`config.mk`:
```
export PLATFORM = sky130hd
export DESIGN_NAME = axi_lite_slave_regfile
export DESIGN_NICKNAME = d
export VERILOG_FILES = /design/src/rtl/axi_lite_slave_regfile.sv
export SDC_FILE = /design/constraint.sdc
export NUM_CORES = 1
export LEC_CHECK = 0
export ABC_AREA = 1
export CAP_MARGIN = 5
export CORE_ASPECT_RATIO = 1.2
export CORE_MARGIN = 2
export CORE_UTILIZATION = 41
export DETAILED_ROUTE_END_ITERATION = 10
export REMOVE_ABC_BUFFERS = 1
export SLEW_MARGIN = 20
export SYNTH_ARGS = -nofsm -noshare
export SYNTH_HDL_FRONTEND = slang
export SYNTH_SLANG_ARGS = --single-unit
```
`constraint.sdc`:
```
create_clock -name ACLK -period 1.8 [get_ports ACLK]
set_clock_uncertainty 0.05 [all_clocks]
set_input_delay 0.36 -clock ACLK [delete_from_list [all_inputs] [get_ports ACLK]]
set_output_delay 0.36 -clock ACLK [all_outputs]
set_load 0.05 [all_outputs]
```
`src/rtl/axi_lite_slave_regfile.sv`:
```
// AXI4-Lite slave register file: NUM_REGS x 32-bit registers with byte-strobe
// writes. Independent write (AW+W->B) and read (AR->R) FSMs, each allowing
// one outstanding transaction. All outputs are driven straight from flops.
module axi_lite_slave_regfile #(
  parameter int unsigned ADDR_W   = 32,
  parameter int unsigned NUM_REGS = 16
) (
  input  logic              ACLK,
  input  logic              ARESETn,
  input  logic              AWVALID,
  output logic              AWREADY,
  input  logic [ADDR_W-1:0] AWADDR,
  input  logic [2:0]        AWPROT,
  input  logic              WVALID,
  output logic              WREADY,
  input  logic [31:0]       WDATA,
  input  logic [3:0]        WSTRB,
  output logic              BVALID,
  input  logic              BREADY,
  output logic [1:0]        BRESP,
  input  logic              ARVALID,
  output logic              ARREADY,
  input  logic [ADDR_W-1:0] ARADDR,
  input  logic [2:0]        ARPROT,
  output logic              RVALID,
  input  logic              RREADY,
  output logic [31:0]       RDATA,
  output logic [1:0]        RRESP
);

  localparam int unsigned IDX_W = (NUM_REGS > 1) ? $clog2(NUM_REGS) : 1;
  localparam logic [1:0] RESP_OKAY   = 2'b00;
  localparam logic [1:0] RESP_SLVERR = 2'b10;

  typedef enum logic { W_IDLE, W_RESP } wstate_e;
  typedef enum logic { R_IDLE, R_DATA } rstate_e;

  // Word index lies in ADDR[ADDR_W-1:2]; byte offset is ignored.
  function automatic logic in_range(input logic [ADDR_W-1:0] a);
    return ({2'b00, a[ADDR_W-1:2]} < ADDR_W'(NUM_REGS));
  endfunction

  function automatic logic [IDX_W-1:0] word_idx(input logic [ADDR_W-1:0] a);
    return a[IDX_W+1:2];
  endfunction

  // Register file
  logic [31:0] regs_q [NUM_REGS];
  logic [31:0] regs_d [NUM_REGS];

  // Write path state
  wstate_e           wstate_q, wstate_d;
  logic              awready_q, awready_d;
  logic              wready_q, wready_d;
  logic              bvalid_q, bvalid_d;
  logic [1:0]        bresp_q, bresp_d;
  logic              aw_done_q, aw_done_d;
  logic              w_done_q, w_done_d;
  logic [ADDR_W-1:0] awaddr_q, awaddr_d;
  logic [31:0]       wdata_q, wdata_d;
  logic [3:0]        wstrb_q, wstrb_d;

  // Read path state
  rstate_e     rstate_q, rstate_d;
  logic        arready_q, arready_d;
  logic        rvalid_q, rvalid_d;
  logic [31:0] rdata_q, rdata_d;
  logic [1:0]  rresp_q, rresp_d;

  logic aw_hs, w_hs, ar_hs;
  assign aw_hs = AWVALID & awready_q;
  assign w_hs  = WVALID & wready_q;
  assign ar_hs = ARVALID & arready_q;

  logic unused_bits;
  assign unused_bits = ^{AWPROT, ARPROT, awaddr_q[1:0], ARADDR[1:0]};

  assign AWREADY = awready_q;
  assign WREADY  = wready_q;
  assign BVALID  = bvalid_q;
  assign BRESP   = bresp_q;
  assign ARREADY = arready_q;
  assign RVALID  = rvalid_q;
  assign RDATA   = rdata_q;
  assign RRESP   = rresp_q;

  // Write FSM: collect AW and W in any order, commit one edge after both are held
  always_comb begin
    wstate_d  = wstate_q;
    awready_d = awready_q;
    wready_d  = wready_q;
    bvalid_d  = bvalid_q;
    bresp_d   = bresp_q;
    aw_done_d = aw_done_q;
    w_done_d  = w_done_q;
    awaddr_d  = awaddr_q;
    wdata_d   = wdata_q;
    wstrb_d   = wstrb_q;
    regs_d    = regs_q;
    unique case (wstate_q)
      W_IDLE: begin
        if (aw_hs) begin
          aw_done_d = 1'b1;
          awaddr_d  = AWADDR;
        end
        if (w_hs) begin
          w_done_d = 1'b1;
          wdata_d  = WDATA;
          wstrb_d  = WSTRB;
        end
        // Ready rises on the first edge after reset and drops on its handshake
        awready_d = !(aw_done_q || aw_hs);
        wready_d  = !(w_done_q || w_hs);
        if (aw_done_q && w_done_q) begin
          if (in_range(awaddr_q)) begin
            for (int unsigned b = 0; b < 4; b++) begin
              if (wstrb_q[b]) regs_d[word_idx(awaddr_q)][8*b +: 8] = wdata_q[8*b +: 8];
            end
            bresp_d = RESP_OKAY;
          end else begin
            bresp_d = RESP_SLVERR;
          end
          bvalid_d  = 1'b1;
          aw_done_d = 1'b0;
          w_done_d  = 1'b0;
          wstate_d  = W_RESP;
        end
      end
      W_RESP: begin
        awready_d = 1'b0;
        wready_d  = 1'b0;
        if (BREADY) begin
          bvalid_d  = 1'b0;
          bresp_d   = RESP_OKAY;
          awready_d = 1'b1;
          wready_d  = 1'b1;
          wstate_d  = W_IDLE;
        end
      end
      default: wstate_d = W_IDLE;
    endcase
  end

  // Read FSM: capture data on the AR handshake edge, hold until R handshake
  always_comb begin
    rstate_d  = rstate_q;
    arready_d = arready_q;
    rvalid_d  = rvalid_q;
    rdata_d   = rdata_q;
    rresp_d   = rresp_q;
    unique case (rstate_q)
      R_IDLE: begin
        arready_d = 1'b1;
        if (ar_hs) begin
          arready_d = 1'b0;
          rvalid_d  = 1'b1;
          if (in_range(ARADDR)) begin
            rdata_d = regs_q[word_idx(ARADDR)];
            rresp_d = RESP_OKAY;
          end else begin
            rdata_d = '0;
            rresp_d = RESP_SLVERR;
          end
          rstate_d = R_DATA;
        end
      end
      R_DATA: begin
        arready_d = 1'b0;
        if (RREADY) begin
          rvalid_d  = 1'b0;
          arready_d = 1'b1;
          rstate_d  = R_IDLE;
        end
      end
      default: rstate_d = R_IDLE;
    endcase
  end

  // Register file storage
  always_ff @(posedge ACLK or negedge ARESETn) begin
    if (!ARESETn) begin
      for (int unsigned i = 0; i < NUM_REGS; i++) regs_q[i] <= '0;
    end else begin
      regs_q <= regs_d;
    end
  end

  // Write path flops
  always_ff @(posedge ACLK or negedge ARESETn) begin
    if (!ARESETn) begin
      wstate_q  <= W_IDLE;
      awready_q <= 1'b0;
      wready_q  <= 1'b0;
      bvalid_q  <= 1'b0;
      bresp_q   <= '0;
      aw_done_q <= 1'b0;
      w_done_q  <= 1'b0;
      awaddr_q  <= '0;
      wdata_q   <= '0;
      wstrb_q   <= '0;
    end else begin
      wstate_q  <= wstate_d;
      awready_q <= awready_d;
      wready_q  <= wready_d;
      bvalid_q  <= bvalid_d;
      bresp_q   <= bresp_d;
      aw_done_q <= aw_done_d;
      w_done_q  <= w_done_d;
      awaddr_q  <= awaddr_d;
      wdata_q   <= wdata_d;
      wstrb_q   <= wstrb_d;
    end
  end

  // Read path flops
  always_ff @(posedge ACLK or negedge ARESETn) begin
    if (!ARESETn) begin
      rstate_q  <= R_IDLE;
      arready_q <= 1'b0;
      rvalid_q  <= 1'b0;
      rdata_q   <= '0;
      rresp_q   <= '0;
    end else begin
      rstate_q  <= rstate_d;
      arready_q <= arready_d;
      rvalid_q  <= rvalid_d;
      rdata_q   <= rdata_d;
      rresp_q   <= rresp_d;
    end
  end

endmodule

```
# == Word-level counts from Yosys, hierarchy flattened ==
# Index checks and enable logic that the tools add are counted.
# Widths: inputs -> output; s select.
# op_classes
n_lt_le_gt_ge,5
n_bitwise,7
n_reduce_logical,16
eq_ne,4
muxes,56
# ops
op,count
$mux 512,13
$bwmux 512,4
$demux 32 s4,4
$bmux 32 s4,1
$mux 32,4
$lt 30x5->1 const B,2
$mux 24,1
$mux 16,1
$mux 1,15
$pmux 1 s2,7
$reduce_and 2->1,7
$ge 5x5->1 const B,2
$not 4->5,2
$mux 2,4
$mux 8,1
$ne 2x2->1 const B,4
$lt 5x1->1 const B,1
$pmux 2 s2,1
$reduce_bool 2->1,2
$and 1x1->1,3
$reduce_and 3->1,1
$logic_and 1x1->1,2
$logic_not 1->1,2
$logic_or 1x1->1,2
$not 1->1,2
# word_totals
register_bits,625

# == Depth between registers and ports, before layout ==
# Gate-level depths: netlist (run 1).
# logic_depth
depth_word,22
mapped_depth,10
mapped_depth_nobuf,8

# == Worst setup path before layout (run 1) ==
# OpenSTA, ideal clock, no wires.
# synth_path
path_kind,flip-flop to flip-flop
start,register arready_q (netlist: ARREADY)
end,register rdata_q[22] (netlist: RDATA[22])
setup_ns,0.066
slack_ns,-0.111
t_required_ns,1.684
path_stages_with_launch,8
synth_period_minus_slack_ns,1.911
path_buffers,1
t_arrival_ns,1.795
cell_sequence,dfrtp_1 > nand3_1 > nor2_1 > nand2_1 > nor2_1 > clkbuf_1 > nand3_1 > nand2_1
# synth_via
elab_chain_len,2
# synth_rtl
element,line_no,rtl
start: declaration,65,"logic arready_q, arready_d;"
start signal: assignment,225,arready_q <= arready_d;
$and 1x1->1,73,assign ar_hs = ARVALID & arready_q;
$reduce_and 2->1 (no line),n/a,
end signal: assignment,227,rdata_q <= rdata_d;
end: declaration,67,"logic [31:0] rdata_q, rdata_d;"
# Every way passes these cells.
# A chain may end at the register's enable or synchronous reset.

# == Final worst setup path (run 1) ==
# layout_path
start,register awaddr_q[27]
end,register regs_q[397] (netlist name)
# layout_via
elab_chain_len,2
# layout_rtl
element,line_no,rtl
start: declaration,59,"logic [ADDR_W-1:0] awaddr_q, awaddr_d;"
start signal: assignment,209,awaddr_q <= awaddr_d;
$lt 30x5->1,40,"return ({2'b00, a[ADDR_W-1:2]} < ADDR_W'(NUM_REGS));"
$reduce_and 3->1 (no line),n/a,
end signal: assignment,184,regs_q <= regs_d;
end: declaration,48,logic [31:0] regs_q [NUM_REGS];
# Every way passes these cells.

==> implementation parameters, run 1 <==
Parameter                              Value

Outcome
  Run status ... finished with violations
  Failing checks ... negative setup slack

Place
  Placement Cell Area ... 0.03472 mm²
  Quantity of I/O buffers inserted on ports ... 141
  Estimated wirelength of the detail-placed design ... 63,440 µm
  Pre-CTS setup slack ... -0.2131 ns
  GPL Wtd Cong ... 0.8282

Hold path
  Worst min-delay path class ... in2async

Timing
  Minimum clock period after layout ... 1.910 ns
  Worst slew slack as a fraction of its limit ... 39.78%
  Measured slew at the worst slew-check pin ... approximately 0.9 ns
  # setup viols final ... 500
  WHS ... 0.1920 ns
  Number of max-slew violations in the final report ... 0
  Highest achievable clock rate ... roughly 0.52 GHz
  Final Cycle Share ... 106.1%
  Minimum setup slack in the final design ... -0.1102 ns
  Final Hold Viols ... 0
  Unrepaired setup endpoints after global routing ... yes

Setup path
  Worst reg2reg path depth ... 10
  Worst-path fanout max ... 24
  Start-to-end type of the worst setup path ... reg2reg
  CP Data Required Time ... about 2.2 ns
  CP Data Arrival Time ... 2.35 ns
  Kind of start point of the critical path ... register
  Nature of the critical path endpoint ... register

Finish
  Area growth syn-to-layout ... 23.82%
  Share of final-layout standard cells stronger than drive strength 1 ... 14.57%
  Share of the core filled with cells ... between 50% and 60%
  Diode insertion count for antenna repair ... 0
  Area of all placed cells without fillers ... 0.03733 mm²
  Final Net Count ... 4,120

Clock tree
  Worst-Skew Late Latency ... around 0.61 ns
  TritonCTS Buffers ... 68
  CTS tree ... yes
  Clock-pin slew reported for the worst setup and hold paths after clock tree synthesis ... 0.06 ns
  Number of clock sinks ... 621
  Clk buf depth ... 3
  Master cell of the clock root buffer ... sky130_fd_sc_hd__clkbuf_16
  H-tree level count ... 3

Logic synthesis
  Netlist area before placement ... 0.03015 mm²
  Count of different cell masters after synthesis ... 21
  Post-synthesis register bit count ... 621
  Yosys warning total ... 0
  Proportion of synthesized chip area in sequential cells ... 51.54%
  Mean instance size in the synthesized netlist ... 7.898 µm²
  Cells after Synth ... 3,818

Power and ir drop
  Clock network power share ... 34.3%
  Register share of total power ... 45.3%
  Largest vdd supply drop ... 1.203 mV
  Static power due to leakage ... roughly 0.019 µW
  Internal Dissipation ... 26,000 µW
  Sw Pwr ... between 10,000 and 15,000 µW
  Share of total power in combinational logic ... 20.4%
  Power Dens Cells ... around 1100 mW/mm²
  Net switching fraction of the power ... a little over a third

Route
  Met1 routed wirelength after detailed routing ... roughly 44,000 µm
  Drt first pass iters ... 5
  Met2 wirelength from detailed routing ... 46,420 µm
  Via density ... 5.647
  Post-route antenna net violation count ... 0
  Wire length on met3 ... 6309 µm
  Overall routed net length ... 99,730 µm
  Drt initial violations ... between 2,000 and 3,000
  Residual DRC count ... 0
  Detailed-route wire length per cell ... 19.99 µm
  Highest metal layer with signal wires ... met4
  Detailed-route via count ... 28,180

Floorplanning
  Width of the die ... 251.6 µm
  Initial core utilization ... 41.55%
  I/O pin count ... 154
  Die area ... 0.07574 mm²
  Standard cell core area ... 0.07256 mm²
  Number of cell rows ... 108
  Die Y-Extent ... roughly 300 µm

GRT
  Remaining Overflow, GRT ... 0
  GRT Total Usage ... 26.47%
  Number of global-route vias before repair ... ~28,000
  Maximum number of pins on one net before global-route repair ... 78
  First-pass GRT wire length ... 158,800 µm
  Initial antenna violation count ... 0

Run
  Max-capacitance violation count ... 0
[worst paths after layout]
check	start	endpoint	slack, ns
setup / recovery	awaddr_q[27]	regs_q[397]	-0.11
hold / removal	ARESETn	regs_q[277]	0.19
setup reg to reg	awaddr_q[27]	regs_q[397]	-0.11
hold reg to reg	regs_q[193]	regs_q[193]	0.42
max in group asynchronous	ARESETn	regs_q[428]	0.79
min in group ACLK	ARADDR[4]	RDATA[5]	0.24
[power groups by stage]
| stage | Clock, µW | Sequential (µW) | Combinational, µW |
|---|---|---|---|
| after floorplan | 0 | 17600 | 2400 |
| after global routing | 14900 | 18600 | 8890 |
| final | 14000 | 18500 | 8360 |
| after detailed placement | 0 | 18600 | 8260 |
| after CTS | 14300 | 18400 | 8290 |
| after global placement | 0 | 18600 | 8250 |
[cells in the mapped netlist, drive strengths merged]
| cell type | instances | area [µm²] |
|---|---|---|
| or2 | 1 | 6.260 |
| nand3 | 546 | 2738 |
| a22oi | 1 | 7.510 |
| clkbuf | 264 | 991.0 |
| inv | 18 | 67.57 |
| o31ai | 2 | 15.01 |
| nand4 | 512 | 3203 |
| and3 | 1 | 6.260 |
| conb | 1 | 3.750 |
| nor2 | 55 | 214.0 |
| nand2 | 1630 | 6118 |
| buf | 94 | 494.2 |
| a21oi | 7 | 35.03 |
| mux2 | 62 | 698.2 |
| o21ai | 3 | 15.01 |
| dfrtp | 621 | 15540 |
[per-stage QoR]
step | setup TNS [ns] | power, µW | std cells
3_3_place_gp | -39.57 | 26830 | 4866
6_report | -25.50 | 40930 | 4990
4_1_cts | -31.51 | 40920 | 4989
5_1_grt | -91.07 | 42410 | 4990
3_5_place_dp | -46.61 | 26860 | 4866
2_1_floorplan | -3427.69 | 20050 | 3461
[sequential cells by signal, indices dropped and copies added (netlist names), 4 cells and up]
name and count:
wstrb_q 4, wdata_q 32, regs_q 512, RDATA 32, awaddr_q 30
[logic make-up (layout without fill, tap and decap cells)]
kind of cell	Yosys count	count (layout)	share of synthesized area (%)
AND/OR/NAND/NOR	2745	2745	40.74
multiplexers	62	62	2.315
buffers and inverters	376	612	5.150
flip-flops	621	621	51.54
AO/OA/AOI/OAI	13	13	0.2406
other	1	2	0.01244
[cell usage in the layout, fill, tap and decap left out, drive strengths merged]
cell           Yosys  routed
nand2           1630    1630
dfrtp            621     621
nand3            546     546
nand4            512     512
buf               94     377
clkbuf           264      98
clkdlybuf4s50      0      97
mux2              62      62
nor2              55      55
inv               18      18
clkinv             0      15
a21oi              7       7
clkinvlp           0       4
o21ai              3       3
o31ai              2       2
conb               1       2
bufinv             0       2
or2                1       1
and3               1       1
a22oi              1       1
dlygate4sd3        0       1
[metal layers]
| metal | GRT usage (%) | up-vias |
|---|---|---|
| li1 | - | 13270 |
| met1 | 37.00 | 13750 |
| met2 | 42.04 | 999 |
| met3 | 3.418 | 164 |
| met4 | 10.19 | 0 |
| met5 | 0 | - |
[worst max-delay path, stage by stage (launching register included)]
cell and delay [ns]:
sky130_fd_sc_hd__dfrtp_1 0.37, sky130_fd_sc_hd__or2_1 0.22, sky130_fd_sc_hd__nor2_1 0.10, sky130_fd_sc_hd__nand2_1 0.10, sky130_fd_sc_hd__nor2_4 0.15, sky130_fd_sc_hd__buf_4 0.18, sky130_fd_sc_hd__buf_12 0.18, sky130_fd_sc_hd__nand3_1 0.11
sky130_fd_sc_hd__buf_4 0.21, sky130_fd_sc_hd__nand2_1 0.06, sky130_fd_sc_hd__nand2_1 0.05
[area by class of cell]
| cell class | count | area, µm² |
|---|---|---|
| clock buffers | 97 | 2047 |
| clock inverters | 21 | 165.2 |
| fillers | 6808 | 35230 |
| inverters | 18 | 77.57 |
| multi-input cells | 2822 | 13270 |
| flip-flops and latches | 621 | 15550 |
| well taps | 935 | 1170 |
| repair buffers | 476 | 5049 |
[what timing repair did]
action	4_1_cts	5_1_grt
buffers inserted	2	1
pin swaps	0	1
hold endpoints to repair	263	0
resized for setup	39	36
gates cloned	2	0
hold buffers	1	0
setup endpoints to repair	498	512
No activity file was read; power rests on OpenSTA's default activity.
==> run 2: changes to the inputs <==
- SKIP_CTS_REPAIR_TIMING: unset -> 1
==> run 2 against run 1 <==
The flow still finishes with violations (negative setup slack). Die area is the same. Wire length grew 1.0%. Sequential power is essentially flat. Critical endpoint is now regs_q[9]. Cell area grew 0.38%. Sequential share of layout area shrank 0.16 points. Total power is essentially flat. Critical path type unchanged. Highest routed layer unchanged.
==> implementation parameters, run 2 (synthesis gave the netlist of run 1 again) <==
Parameter                              Value

Finish
  Register with the most flip-flops ... regs_q
  Layout filler cell count ... between 6,000 and 7,000
  Leading cell type in the layout, fill and taps excluded ... sky130_fd_sc_hd__nand2_1
  Final Net Count ... 4,130
  Area growth syn-to-layout ... 24.29%
  Sequential cell area ... 0.01555 mm²
  Area of all placed cells without fillers ... between 0.03 and 0.04 mm²
  Share of final-layout standard cells stronger than drive strength 1 ... between 10 and 15%
  Multi-input combinational cell area ... 0.01327 mm²
  Count of placed standard cells in the final layout, fillers left out ... approximately 5,000
  Max FFs per register ... roughly 510
  Diode insertion count for antenna repair ... 0
  Commonest non-fill, non-tap cells in the layout ... sky130_fd_sc_hd__nand2_1 (1,629), sky130_fd_sc_hd__dfrtp_1 (617), sky130_fd_sc_hd__nand3_1 (531)

Outcome
  Failing checks ... negative setup slack
  Run status ... finished with violations

GRT
  Remaining Overflow, GRT ... 0
  Initial antenna violation count ... 0
  GRT Total Usage ... 26.30%
  First-pass GRT wire length ... 157,800 µm
  Number of global-route vias before repair ... 27,420
  Maximum number of pins on one net before global-route repair ... a little under 80

Timing
  Number of max-slew violations in the final report ... 0
  Unrepaired setup endpoints after global routing ... yes
  Minimum clock period after layout ... 1.899 ns
  Final Cycle Share ... 105.5%
  # setup viols final ... 508
  Highest achievable clock rate ... around 0.53 GHz
  Measured slew at the worst slew-check pin ... 0.9113 ns
  WHS ... 0.1907 ns
  Worst slew slack as a fraction of its limit ... 39.25%
  Final Hold Viols ... 0
  Minimum setup slack in the final design ... -0.09930 ns

Floorplanning
  Standard cell core area ... 0.07256 mm²
  Initial core utilization ... 41.55%
  Die Y-Extent ... around 300 µm
  Width of the die ... 251.6 µm
  Number of cell rows ... 108
  Die area ... 0.07574 mm²
  I/O pin count ... around 150

Setup path
  Reg-to-reg critical path endpoint ... regs_q[9]
  CP Data Arrival Time ... 2.33 ns
  Worst-path fanout max ... 8
  Worst reg2reg path depth ... 11
  Start-to-end type of the worst setup path ... reg2reg
  Nature of the critical path endpoint ... register
  Kind of start point of the critical path ... register
  Critical R2R Launch ... awaddr_q[27]
  Reg-to-reg slack, setup ... -0.1 ns
  CP Data Required Time ... 2.23 ns

Power and ir drop
  Static power due to leakage ... ~0.019 µW
  Power Dens Cells ... between 1000 and 1500 mW/mm²
  Design Power ... 40,940 µW
  Largest vdd supply drop ... 1.201 mV

Route
  Drt first pass iters ... 6
  Overall routed net length ... 100,800 µm
  Drt initial violations ... 2,744
  Detailed-route via count ... 28,330
  Post-route antenna net violation count ... 0
  Residual DRC count ... 0
  Via density ... 5.667
  Detailed-route wire length per cell ... 20.15 µm

Clock tree
  Clock-pin slew reported for the worst setup and hold paths after clock tree synthesis ... 0.06 ns
  Worst-Skew Late Latency ... 0.61 ns
  Clk buf depth ... 3
  H-tree level count ... 3
  TritonCTS Buffers ... 68
  CTS tree ... yes
  Number of clock sinks ... roughly 620
  Master cell of the clock root buffer ... sky130_fd_sc_hd__clkbuf_16

Place
  Quantity of I/O buffers inserted on ports ... 141
  Placed cells ... 4,866
  Placement Cell Area ... 0.03472 mm²
  GPL Wtd Cong ... 0.8282
  Estimated wirelength of the detail-placed design ... roughly 63,000 µm
  Pre-CTS setup slack ... -0.2131 ns

Hold path
  Worst min-delay path class ... in2async

Run
  Max-capacitance violation count ... 0
run 2: worst max path at each step:
stage                      start  cells after the start           to
detailed placement  awaddr_q[27]                      9   regs_q[52]
CTS                 awaddr_q[27]                      9   regs_q[52]
global route         awaddr_q[9]                     12  regs_q[308]
finish              awaddr_q[27]                     11    regs_q[9]
floorplan               wstate_q                      8    regs_q[0]
global placement    awaddr_q[27]                      9   regs_q[51]
run 2: cell type report:
type / instances / share of cell area, %
clock buffer: 97 / 5.462
clock inverter: 21 / 0.4407
inverter: 18 / 0.2070
multi-input combinational: 2822 / 35.40
sequential: 621 / 41.50
tap: 935 / 3.122
timing repair buffer: 486 / 13.87
run 2: critical path: stages (launching register included):
cell and delay, ns:
sky130_fd_sc_hd__dfrtp_1 0.36, sky130_fd_sc_hd__or2_1 0.22, sky130_fd_sc_hd__nor2_1 0.08, sky130_fd_sc_hd__nand2_1 0.10
sky130_fd_sc_hd__nor2_4 0.18, sky130_fd_sc_hd__buf_4 0.15, sky130_fd_sc_hd__clkbuf_16 0.13, sky130_fd_sc_hd__buf_4 0.12
sky130_fd_sc_hd__nand3_1 0.08, sky130_fd_sc_hd__buf_6 0.18, sky130_fd_sc_hd__nand2_1 0.06, sky130_fd_sc_hd__nand2_1 0.05
run 2: through the flow:
step,TNS [ns],utilization [%]
3_5_place_dp,-46.61,47.85
3_3_place_gp,-39.57,47.85
6_report,-27.44,51.65
2_1_floorplan,-3427.69,-
4_1_cts,-50.00,50.89
5_1_grt,-88.33,51.65
run 2: per-layer routing:
layer  vias to the layer above  share of wire, %  GRT usage (%)
li1                      13290                 -              -
met5                         -                 0              0
met1                     13810                44          36.69
met4                         0               3.1          9.836
met2                      1073                47          41.88
met3                       163               6.6          3.530
run 2: power by group:
group          internal, µW  total, µW  switching [µW]  leakage [µW]
Sequential            14800      18500            3750       0.00850
Combinational          3020       8360            5340       0.00908
Clock                  8190      14000            5850       0.00109
==> run 3: changes to the inputs <==
- DONT_BUFFER_PORTS: unset -> 1
==> run 3 against run 2 <==
The run ends with negative hold slack, max-slew violations, negative setup slack left. Final cell count is 2.7% lower. Cell area decreased by 3.7%. Maximum frequency shrank 4.7%. Die area did not move. Sequential cell count stayed put. Sequential share of layout area up 1.6 points. Register-to-register slack lost 0.09 ns. Critical path depth up 1. Core utilization shrank 1.9 points. Largest cell class unchanged. Largest power group unchanged. Highest routed layer unchanged.
==> implementation parameters, run 3 (synthesis gave the netlist of run 1 again) <==
Parameter                              Value

GRT
  Number of global-route vias before repair ... 25,930
  GRT Total Usage ... about 25%
  Remaining Overflow, GRT ... 0
  Maximum number of pins on one net before global-route repair ... 622
  Initial antenna violation count ... 1
  First-pass GRT wire length ... 150,800 µm

Clock tree
  Clk buf depth ... 3
  H-tree level count ... 3
  CTS tree ... yes
  Clock-pin slew reported for the worst setup and hold paths after clock tree synthesis ... 0.06 ns
  Master cell of the clock root buffer ... sky130_fd_sc_hd__clkbuf_16
  TritonCTS Buffers ... between 60 and 70
  Worst-Skew Late Latency ... just over 0.6 ns
  Number of clock sinks ... 621

Floorplanning
  I/O pin count ... 154
  Number of cell rows ... 108
  Initial core utilization ... between 40% and 50%
  Die area ... 0.07574 mm²
  Standard cell core area ... a little over 0.07 mm²
  Die Y-Extent ... 301.1 µm
  Width of the die ... between 200 and 300 µm

Place
  Quantity of I/O buffers inserted on ports ... 0
  GPL Wtd Cong ... 0.8016
  Pre-CTS setup slack ... -0.2047 ns
  Estimated wirelength of the detail-placed design ... between 50,000 and 60,000 µm
  Placed cells ... 4,655

Route
  Drt initial violations ... 2,970
  Residual DRC count ... 0
  Post-route antenna net violation count ... 0
  Overall routed net length ... about 97,000 µm
  Detailed-route via count ... 27,580
  Detailed-route wire length per cell ... roughly 20 µm
  Drt first pass iters ... 5
  Via density ... 5.671

Setup path
  Critical R2R Launch ... awaddr_q[21]
  Start-to-end type of the worst setup path ... reg2reg
  Nature of the critical path endpoint ... register
  Worst-path fanout max ... 8
  Reg-to-reg slack, setup ... -0.19 ns
  Reg-to-reg critical path endpoint ... regs_q[283]
  Kind of start point of the critical path ... register
  CP Data Arrival Time ... approximately 2.5 ns
  CP Data Required Time ... ~2.3 ns
  Worst reg2reg path depth ... 12

Timing
  Final Hold Viols ... roughly 620
  WHS ... -0.5756 ns
  Aggregate negative setup slack ... -56.14 ns
  Measured slew at the worst slew-check pin ... just under 2 ns
  Highest achievable clock rate ... about 0.5 GHz
  Minimum clock period after layout ... 1.994 ns
  Final Cycle Share ... 110.8%
  Worst slew slack as a fraction of its limit ... -28.64%
  Number of max-slew violations in the final report ... 358
  Unrepaired setup endpoints after global routing ... yes
  # setup viols final ... 512
  Minimum setup slack in the final design ... -0.1935 ns

Finish
  Share of the core filled with cells ... 49.74%
  Area growth syn-to-layout ... 19.69%
  Count of placed standard cells in the final layout, fillers left out ... between 4,000 and 5,000
  Register with the most flip-flops ... regs_q
  Diode insertion count for antenna repair ... 0
  Leading cell type in the layout, fill and taps excluded ... sky130_fd_sc_hd__nand2_1
  Share of final-layout standard cells stronger than drive strength 1 ... 12.58%
  Commonest non-fill, non-tap cells in the layout ... sky130_fd_sc_hd__nand2_1 (1,624), sky130_fd_sc_hd__dfrtp_1 (617), sky130_fd_sc_hd__nand3_1 (535)
  Max FFs per register ... 512
  Final Net Count ... 3,989
  Sequential cell area ... 0.01555 mm²
  Multi-input combinational cell area ... 0.01329 mm²
  Layout filler cell count ... 6,883

Power and ir drop
  Largest vdd supply drop ... 0.9726 mV
  Static power due to leakage ... roughly 0.018 µW
  Power Dens Cells ... 1138 mW/mm²

Run
  Max-capacitance violation count ... 0

Hold path
  Worst min-delay path class ... in2async

Outcome
  Failing checks ... negative hold slack, max-slew violations, negative setup slack
  Run status ... finished with violations
==> run 3: cell count changes in the layout (fill, tap and decap cells not counted), sizes merged <==
cell	previous run	this run
inv	18	19
clkbuf	105	101
bufinv	2	8
clkdlybuf4s50	97	0
clkinv	15	13
dlygate4sd3	1	71
buf	380	270
clkinvlp	4	3
==> run 3: per-stage QoR <==
step                instance area (µm²)  power [µW]
finish                            36090       41080
global route                      36090       42400
CTS                               34870       40810
detailed placement                32500       25850
global placement                  32500       25800
floorplan                         28670       20050
==> run 3: metal layers <==
metal / part of all wire (%) / vias to the layer above / GRT usage (%)
met1: 44 / 13370 / 35.66
met4: 3.6 / 0 / 10.39
met5: 0 / - / 0
met3: 6.7 / 169 / 3.435
li1: - / 13020 / -
met2: 46 / 1023 / 38.74
==> run 3: worst max-delay path, stage by stage (launching register included) <==
cell and delay (ns):
sky130_fd_sc_hd__dfrtp_1 0.41, sky130_fd_sc_hd__nor2_1 0.13, sky130_fd_sc_hd__nand2_1 0.08, sky130_fd_sc_hd__nor2_1 0.14, sky130_fd_sc_hd__nand2_2 0.08, sky130_fd_sc_hd__nor2_4 0.13
sky130_fd_sc_hd__buf_12 0.18, sky130_fd_sc_hd__buf_12 0.16, sky130_fd_sc_hd__buf_6 0.12, sky130_fd_sc_hd__clkbuf_16 0.15, sky130_fd_sc_hd__buf_4 0.12, sky130_fd_sc_hd__nand4_1 0.07
sky130_fd_sc_hd__nand2_1 0.10
==> run 3: power by group <==
part	switching [µW]	leakage [µW]	total, µW	internal [µW]
Clock	5960	0.00117	15000	9020
Sequential	3620	0.00850	18400	14800
Combinational	4920	0.00826	7690	2760
Total	14500	0.0179	41100	26600
==> run 3: worst max-delay path by stage <==
stage / cells past startpoint / startpoint / end / slack (ns)
CTS: 10 / wstate_q / regs_q[378] / -0.24
global placement: 10 / wstate_q / regs_q[441] / -0.19
detailed placement: 10 / wstate_q / regs_q[377] / -0.20
global route: 12 / awaddr_q[21] / regs_q[443] / -0.28
finish: 12 / awaddr_q[21] / regs_q[283] / -0.19
floorplan: 8 / wstate_q / regs_q[0] / -6.47
==> run 3: final cells by class <==
cell class,count,share of cell area [%]
sequential,621,43.10
multi-input combinational,2822,36.81
timing repair buffer,345,10.05
clock buffer,97,5.637
tap,935,3.241
clock inverter,25,0.9430
inverter,18,0.2149
